==> src/rtl/i2c_seq_pkg.sv <==
// Shared types and constants for the I2C command sequencer.
package i2c_seq_pkg;

    typedef enum logic [2:0] {
        IDLE,
        ISSUE,
        WAIT_DONE,
        RESP,
        WAIT_IDLE
    } seq_state_t;

    // One queued single-byte transaction: {op, addr, wdata}, 16 bits.
    typedef struct packed {
        logic       op;
        logic [6:0] addr;
        logic [7:0] wdata;
    } i2c_cmd_t;

    localparam logic OP_WRITE = 1'b0;
    localparam logic OP_READ  = 1'b1;

endpackage

==> src/rtl/i2c_seq_fifo.sv <==
// Synchronous command FIFO; full/empty use an extra pointer wrap bit.
module i2c_seq_fifo
    import i2c_seq_pkg::*;
#(
    parameter int DEPTH = 4
) (
    input  logic     clk,
    input  logic     rst,
    input  logic     push,
    input  i2c_cmd_t din,
    input  logic     pop,
    output i2c_cmd_t dout,
    output logic     full,
    output logic     empty
);

    localparam int         AW  = $clog2(DEPTH);
    localparam logic [AW:0] ONE = 1;

    i2c_cmd_t    mem [DEPTH];
    logic [AW:0] wr_ptr;
    logic [AW:0] rd_ptr;

    assign empty = (wr_ptr == rd_ptr);
    assign full  = (wr_ptr[AW] != rd_ptr[AW]) && (wr_ptr[AW-1:0] == rd_ptr[AW-1:0]);
    assign dout  = mem[rd_ptr[AW-1:0]];

    // Pointer bookkeeping; guarded so a stray push/pop cannot corrupt state.
    always_ff @(posedge clk or negedge rst) begin
        if (!rst) begin
            wr_ptr <= '0;
            rd_ptr <= '0;
        end else begin
            if (push && !full)  wr_ptr <= wr_ptr + ONE;
            if (pop  && !empty) rd_ptr <= rd_ptr + ONE;
        end
    end

    // Storage array carries data only, so it needs no reset.
    always_ff @(posedge clk) begin
        if (push && !full) mem[wr_ptr[AW-1:0]] <= din;
    end

endmodule

==> src/rtl/i2c_cmd_sequencer.sv <==
// Buffers host I2C commands and issues them one at a time to i2c_master,
// with newd pulse discipline, a transaction timeout and a single-entry
// response register. Define I2C_SEQ_RETRY_EN to retry NACKed transfers
// up to MAX_RETRY extra times.
module i2c_cmd_sequencer
    import i2c_seq_pkg::*;
#(
    parameter int CMD_DEPTH   = 4,
    parameter int TIMEOUT_CYC = 16384,
    parameter int MAX_RETRY   = 2
) (
    input  logic       clk,
    input  logic       rst,
    input  logic       cmd_valid,
    output logic       cmd_ready,
    input  logic [6:0] cmd_addr,
    input  logic       cmd_op,
    input  logic [7:0] cmd_wdata,
    output logic       rsp_valid,
    input  logic       rsp_ready,
    output logic [7:0] rsp_rdata,
    output logic       rsp_err,
    output logic       rsp_timeout,
    output logic       m_newd,
    output logic [6:0] m_addr,
    output logic       m_op,
    output logic [7:0] m_din,
    input  logic [7:0] m_dout,
    input  logic       m_busy,
    input  logic       m_ack_err,
    input  logic       m_done
);

    localparam logic [15:0] TO_LAST = 16'(TIMEOUT_CYC - 1);

    seq_state_t  state;
    logic [15:0] cnt;
    logic        timed_out;
    logic        nack;
    logic [7:0]  rdata_q;
    logic        fifo_full;
    logic        fifo_empty;
    logic        pop;
    i2c_cmd_t    head;
    i2c_cmd_t    cmd_in;

`ifdef I2C_SEQ_RETRY_EN
    localparam logic [3:0] RETRY_MAX = 4'(MAX_RETRY);
    logic [3:0] retry_cnt;
`else
    logic unused_max_retry;
    assign unused_max_retry = (MAX_RETRY != 0);
`endif

    assign cmd_in    = '{op: cmd_op, addr: cmd_addr, wdata: cmd_wdata};
    assign cmd_ready = !fifo_full;
    // A pending response or a still-busy master (e.g. after a timeout) blocks issue.
    assign pop       = (state == IDLE) && !fifo_empty && !m_busy && !rsp_valid;

    i2c_seq_fifo #(
        .DEPTH (CMD_DEPTH)
    ) u_fifo (
        .clk   (clk),
        .rst   (rst),
        .push  (cmd_valid && cmd_ready),
        .din   (cmd_in),
        .pop   (pop),
        .dout  (head),
        .full  (fifo_full),
        .empty (fifo_empty)
    );

    // Sequencer FSM with registered master-side and response-side outputs.
    always_ff @(posedge clk or negedge rst) begin
        if (!rst) begin
            state       <= IDLE;
            cnt         <= '0;
            timed_out   <= 1'b0;
            nack        <= 1'b0;
            rdata_q     <= '0;
            m_newd      <= 1'b0;
            m_addr      <= '0;
            m_op        <= 1'b0;
            m_din       <= '0;
            rsp_valid   <= 1'b0;
            rsp_rdata   <= '0;
            rsp_err     <= 1'b0;
            rsp_timeout <= 1'b0;
`ifdef I2C_SEQ_RETRY_EN
            retry_cnt   <= '0;
`endif
        end else begin
            m_newd <= 1'b0;
            if (rsp_valid && rsp_ready) rsp_valid <= 1'b0;
            case (state)
                IDLE: begin
                    if (pop) begin
                        m_addr <= head.addr;
                        m_op   <= head.op;
                        m_din  <= head.wdata;
                        m_newd <= 1'b1;
`ifdef I2C_SEQ_RETRY_EN
                        retry_cnt <= '0;
`endif
                        state  <= ISSUE;
                    end
                end
                ISSUE: begin
                    cnt   <= '0;
                    state <= WAIT_DONE;
                end
                WAIT_DONE: begin
                    cnt <= cnt + 16'd1;
                    // Done wins over a timeout landing in the same cycle.
                    if (m_done) begin
                        nack      <= m_ack_err;
                        timed_out <= 1'b0;
                        rdata_q   <= (m_op == OP_READ) ? m_dout : 8'h00;
`ifdef I2C_SEQ_RETRY_EN
                        if (m_ack_err && (retry_cnt < RETRY_MAX)) begin
                            retry_cnt <= retry_cnt + 4'd1;
                            state     <= WAIT_IDLE;
                        end else begin
                            state <= RESP;
                        end
`else
                        state <= RESP;
`endif
                    end else if ((cnt + 16'd1) == TO_LAST) begin
                        nack      <= 1'b0;
                        timed_out <= 1'b1;
                        rdata_q   <= 8'h00;
                        state     <= RESP;
                    end
                end
                RESP: begin
                    rsp_valid   <= 1'b1;
                    rsp_rdata   <= rdata_q;
                    rsp_err     <= nack | timed_out;
                    rsp_timeout <= timed_out;
                    state       <= IDLE;
                end
`ifdef I2C_SEQ_RETRY_EN
                WAIT_IDLE: begin
                    if (!m_busy) begin
                        m_newd <= 1'b1;
                        state  <= ISSUE;
                    end
                end
`endif
                default: state <= IDLE;
            endcase
        end
    end

endmodule

==> config.mk <==
export PLATFORM = sky130hd
export DESIGN_NAME = i2c_cmd_sequencer
export DESIGN_NICKNAME = d
export VERILOG_FILES = /design/src/rtl/i2c_seq_pkg.sv /design/src/rtl/i2c_seq_fifo.sv /design/src/rtl/i2c_cmd_sequencer.sv
export SDC_FILE = /design/constraint.sdc
export NUM_CORES = 1
export LEC_CHECK = 0
export ABC_CLOCK_PERIOD_IN_PS = 3810
export BUFFER_PORTS_ARGS = -buffer_cell sky130_fd_sc_hd__buf_4
export CORE_MARGIN = 3
export CORE_UTILIZATION = 55
export DETAILED_ROUTE_END_ITERATION = 10
export HOLD_SLACK_MARGIN = 0.03
export PLACE_DENSITY = 0.76
export RECOVER_POWER = 25
export SYNTH_ARGS = -nofsm -noshare
export SYNTH_HDL_FRONTEND = slang
export SYNTH_SLANG_ARGS = --single-unit
==> constraint.sdc <==
create_clock -name clk -period 3.81 [get_ports clk]
set_clock_uncertainty 0.2 [all_clocks]
set_input_delay 0.1905 -clock clk [delete_from_list [all_inputs] [get_ports clk]]
set_output_delay 0.1905 -clock clk [all_outputs]
set_load 0.05 [all_outputs]
* After elaboration in Yosys (flattened, before gate mapping)
Memory sizes are Yosys's and may differ from the RTL's. A register that Yosys moved wholly into a read port is not among the register bits.
Cells that the tools add are included.
** Cells by class
- Add/sub/neg operators :: 3
- Equal/unequal tests :: 9
- Multiplexer cells :: 18
- Bitwise operators :: 1
- Reduce and logical (&&, ||, !) cells :: 20
** Operator list (number)
- one-hot mux 16 bit (2 select lines) :: 1
- 2-to-1 mux 8 bit :: 3
- adder 16 x 1 -> 16 bit, second input constant :: 1
- equality test 16 x 14 -> 1 bit, second input constant :: 1
- 2-to-1 mux 1 bit :: 10
- 2-to-1 mux 3 bit :: 3
- one-hot mux 3 bit (3 select lines) :: 1
- logical AND 1 bit :: 8
- adder 3 x 1 -> 3 bit, second input constant :: 2
- equality test 3 x 2 -> 1 bit, second input constant :: 2
- AND reduction 2 bit :: 3
- nonzero test 2 bit :: 3
- zero test 1 bit :: 5
- equality test 3 x 1 -> 1 bit, second input constant :: 1
- equality test 3 bit :: 1
- zero test 3 bit :: 1
- inequality test 3 bit, second input constant :: 1
- equality test 2 bit :: 1
- inequality test 2 x 1 -> 1 bit, second input constant :: 1
- inequality test 1 bit :: 1
- bitwise OR 1 bit :: 1
** Storage, ports and cells
- Input bits :: 31
- Flip-flop bits (word level) :: 47
- Output and inout bits :: 29
- Memories kept :: 1
- Word-level logic and storage cells :: 64
- RAM bits :: 64
** Memory list
- u_fifo.mem :: words 4, bits a word 16, read ports 1, clocked after Yosys merged registers in 1, wr ports 1, line i2c_seq_fifo.sv:20 : i2c_cmd_t mem [DEPTH];

* Depth between registers and ports, before layout
- Depth after elaboration :: 7
- Gate-level depth with buffers :: 9
- Depth with buffers taken out :: 8

* Hierarchy
Synthesis repeated with hierarchy kept, for this count alone.
** Second synthesis, totals
- Cells, all modules :: 350
- Area total of the unflattened synthesis :: 5401.4 um^2
** By module, submodules not included
- i2c_seq_fifo :: cells an instance 132, area an instance 2822.7 um^2, times used 1
- i2c_cmd_sequencer :: cells an instance 218, area an instance 2578.7 um^2, times used 1

* Worst setup path after synthesis
Ideal clock, no wire load.
- Path type :: register to register
- From :: register cnt[0]
- To :: register rdata_q[0]
- Clock period less this slack :: 2.587 ns
- Buffers on the path :: 1
- Cell stages (with the launch flop) :: 10
- Slack :: 1.223 ns
- Required time :: 3.489 ns
- Arrival :: 2.266 ns
- Cells stage by stage :: dfrtp_1 clkbuf_2 inv_1 ha_1 or3b_2 nor4_1 o221ai_1 o41ai_2 nand2_2 a22o_1
** Between the ends
- Cells in the longest elaborated chain, start to end :: 4
** Ends and longest elaborated chain
- start: declaration :: line i2c_cmd_sequencer.sv:37 : logic [15:0] cnt;
- start signal: assignment :: line i2c_cmd_sequencer.sv:113 : cnt <= cnt + 16'd1;
- adder 16 x 1 -> 16 bit :: line i2c_cmd_sequencer.sv:129 : end else if ((cnt + 16'd1) == TO_LAST) begin
- equality test 16 x 14 -> 1 bit :: line i2c_cmd_sequencer.sv:129
- nonzero test 2 bit (no source line)
- AND reduction 2 bit (no source line)
- end signal: assignment :: line i2c_cmd_sequencer.sv:118 : rdata_q <= (m_op == OP_READ) ? m_dout : 8'h00;
- end: declaration :: line i2c_cmd_sequencer.sv:40 : logic [7:0] rdata_q;
No other way between the ends.
A chain may end at the register's enable or synchronous reset.

* Worst setup path after layout
- From :: register cnt[0]
- To :: register rdata_q[5]
The elaborated chain is that of the path after synthesis.

==> flow_summary.yaml <==
run_status:
  outcome: "finished with violations"
  violations: "max-capacitance violations, max-slew violations"
sta:
  hold_viol_final: 0
  fmaxAchievable_mhz: 350
  fin_crit_sh_pct: 75.0
  setup_ws_ns: 0.953
  rsz0062_at_grt: "false"
  fin_setup_tns_ns: 0
  tightest_slew_ns: 1.57
  period_needed_ns: 2.86
  worst_slew_margin_rel_pct: -4.62
  setup_viol: 0
  drv_slew: 63
final_layout:
  design_area_mm2: 0.00666
  areaGrowthSynthToFinish_pct: 25.9
  finalNetCount: 485
  multi_input_area_mm2: 0.00171
  diodes: 0
  seq_area_mm2: 0.00347
  layout-drive-gt1-share_pct: 27.6
  fill_cells: 602
routing:
  drc: 0
  ant_nets: 0
  routedWlPerCell_um: 18.1
  num_vias: 3225
  drt-pass1-iter-count: 4
  via_per_inst: 5.51
  drtIter0Drc: 178
  wl_um: 10600
placed_design:
  dp_hpwl_um: 6170
  gp_congestion: 0.811
  io_buffers: 59
  dpl_worst_slack_ns: 0.993
  placed_area_mm2: 0.00585
hold_path:
  worstHoldStart: "m_busy"
  hold_class: "in2reg"
clocking:
  cts_setup_buffers: 0
  h-tree-depth: 4
  clk_latency_ns: 0.52
  numClockSinks: 126
  cts_root_buf: "clkbuf_8"
  clk_pin_slew_ns: 0.06
  cts_resized: 0
  cts_hold_buf: 29
  cts_tree: "done"
  clockBufferDepth: 2
  cts_buffers: 17
setup_path:
  critPathMaxStageDelay_ns: 0.47
  worstPathRequired_ns: 4.00
  reg2reg_depth: 8
  r2r_end: "rdata_q[5]$_DFFE_PN0P_"
  path_max_fanout: 9
  startpoint: "cnt[0]$_DFFE_PN0P_"
  r2r_setup_slack_ns: 0.95
  arrival_ns: 3.05
  r2r-start: "cnt[0]$_DFFE_PN0P_"
  worstSetupStartpointType: "flip-flop"
  crit_end: "rdata_q[5]$_DFFE_PN0P_"
  path_class: "reg2reg"
  crit_chain: "inv_1 > ha_1 > or3b_2 > nor4_1 > o221ai_1 > o41ai_2 > nand2_2 > a22o_1"
  worstSetupEndpointType: "flip-flop"
  slowest_stage: "dfrtp_1"
pwr:
  power_switching_uw: 2090
  clockPowerShare_pct: 27.9
  leakagePower_uw: 0.00275
  power_uw: 5700
  peakVddDrop_mv: 0.429
  sw_frac_of_total_pct: 36.6
  pwr-share-seq_pct: 35.9
  internal_power_uw: 3610
  power.density_mw_per_mm2: 856
  p_comb_share_pct: 36.2
synth:
  synth_edf_count: 64
  syn_area_mm2: 0.00529
  syn_area_per_cell_um2: 15.1
  synth_top_flop_cell: "edfxtp_1"
  syn-num-nets: 392
  synthArstFlopShare_pct: 49.2
  synth-seq-area-share_pct: 65.6
  syn_inst: 350
  ys.warnings.count: 0
  synthDistinctLibCells: 47
  ys_seq_elements: 126
floorplan:
  dieWidth_um: 104
  die_height_um: 104
  fp.dieArea_mm2: 0.0108
  floorplan.core_area_mm2: 0.00928
  initial_core_util_pct: 57.0
  io_pins: 60
  rows: 35
grt:
  grt_pass1_vias: 3486
  track_usage_pct: 21.3
  antenna_found_initial: 0
  grt_start_max_net_pins: 63
  overflow: 0
  grt_pass1_wl_um: 17700
job:
  max_cap_violations: 1
==> critical path: cells and delay by family (launching register included) <==
| family | cells | cell delay, ns |
|---|---|---|
| AO/OA/AOI/OAI | 3 | 0.87 |
| adder cells (fa/ha/maj) | 1 | 0.16 |
| buffers and inverters | 1 | 0.13 |
| flip-flops | 1 | 0.47 |
| AND/OR/NAND/NOR | 3 | 0.91 |
==> placed cells by master (no fill, tap or decap), types with 13 or more instances in the layout <==
| master | n |
|---|---|
| a22o_1 | 13 |
| buf_4 | 45 |
| clkbuf_1 | 17 |
| clkbuf_16 | 16 |
| dfrtp_1 | 62 |
| dlygate4sd3_1 | 29 |
| edfxtp_1 | 64 |
| mux2_2 | 25 |
| mux4_2 | 16 |
| nand2_1 | 29 |
| o21ai_0 | 14 |
==> power by group through the flow <==
| stage | clock network [µW] | registers (µW) | logic (µW) |
|---|---|---|---|
| 2_1_floorplan | 0 | 2490 | 1030 |
| 3_3_place_gp | 0 | 2040 | 2010 |
| 3_5_place_dp | 0 | 2060 | 2060 |
| 4_1_cts | 1610 | 2040 | 2100 |
| 5_1_grt | 1680 | 2090 | 2220 |
| 6_report | 1590 | 2050 | 2070 |
==> layout make-up <==
| class | count | share of cell area [%] |
|---|---|---|
| sequential | 126 | 52.1 |
| multi-input combinational | 197 | 25.7 |
| timing repair buffer | 91 | 10.4 |
| clock buffer | 18 | 6.27 |
| clock inverter | 14 | 2.52 |
| tap | 129 | 2.42 |
| inverter | 10 | 0.563 |
==> synthesized netlist by cell type (2+ instances only) <==
| cell | n | share of area, % |
|---|---|---|
| buf_1 | 3 | 0.21 |
| nor4_1 | 3 | 0.35 |
| nand4_1 | 3 | 0.35 |
| a21oi_1 | 8 | 0.76 |
| dfrtp_1 | 62 | 29 |
| a22o_1 | 13 | 2.2 |
| xnor2_1 | 7 | 1.2 |
| mux2_2 | 25 | 5.3 |
| xor2_1 | 2 | 0.33 |
| and3_1 | 6 | 0.71 |
| nor2_1 | 12 | 0.85 |
| mux4_2 | 16 | 6.8 |
| mux2i_1 | 2 | 0.38 |
| edfxtp_1 | 64 | 36 |
| nor3_1 | 3 | 0.28 |
| inv_1 | 10 | 0.71 |
| clkbuf_1 | 9 | 0.64 |
| nand3_1 | 8 | 0.76 |
| nand2b_1 | 4 | 0.47 |
| buf_2 | 3 | 0.28 |
| ha_1 | 11 | 2.6 |
| clkbuf_2 | 2 | 0.19 |
| a21o_1 | 2 | 0.28 |
| nor4_4 | 2 | 0.80 |
| nand2_1 | 29 | 2.1 |
| and2_1 | 2 | 0.24 |
| o31ai_1 | 6 | 0.85 |
| o21ai_0 | 14 | 1.3 |
==> how the worst min path moves through the flow <==
stage,end,slack (ns),cells past startpoint
global placement,cnt[6]$_DFFE_PN0P_,0.13,1
floorplan,cnt[0]$_DFFE_PN0P_,-0.31,0
global route,u_fifo.rd_ptr[0]$_DFFE_PN0P_,0.20,5
detailed placement,cnt[7]$_DFFE_PN0P_,0.14,1
CTS,cnt[7]$_DFFE_PN0P_,0.12,2
finish,u_fifo.rd_ptr[0]$_DFFE_PN0P_,0.16,5
==> per-layer routing <==
metal  global-route usage (%)  routed length [µm]
met1                     25.7                4370
met2                     36.3                5640
met3                     5.40                 427
met4                     9.50                 161
met5                        0                   0
==> per-stage QoR <==
step,std cells,util [%],hold slack [ns]
2_1_floorplan,350,-,-0.305
3_3_place_gp,524,63.0,0.129
3_5_place_dp,524,63.0,0.137
4_1_cts,585,72.5,0.125
5_1_grt,585,71.8,0.205
6_report,585,71.8,0.164
==> registers in the layout, summed over array words and instances (netlist names), 2 cells and up <==
signal,cells
rsp_rdata,8
rdata_q,8
u_fifo.rd_ptr,3
m_addr,7
u_fifo.mem,64
m_din,8
cnt,16
state,2
u_fifo.wr_ptr,3
==> kinds of logic (layout without fill, tap and decap cells) <==
family / count (synthesis) / in the layout / synth area share [%]
AND/OR/NAND/NOR: 80 / 80 / 8.41
XOR/XNOR: 9 / 9 / 1.49
AO/OA/AOI/OAI: 54 / 54 / 7.35
flip-flops: 126 / 126 / 65.6
adder cells (fa/ha/maj): 11 / 11 / 2.60
multiplexers: 43 / 43 / 12.5
buffers and inverters: 27 / 133 / 2.03
(Power assumes the default switching activity.)
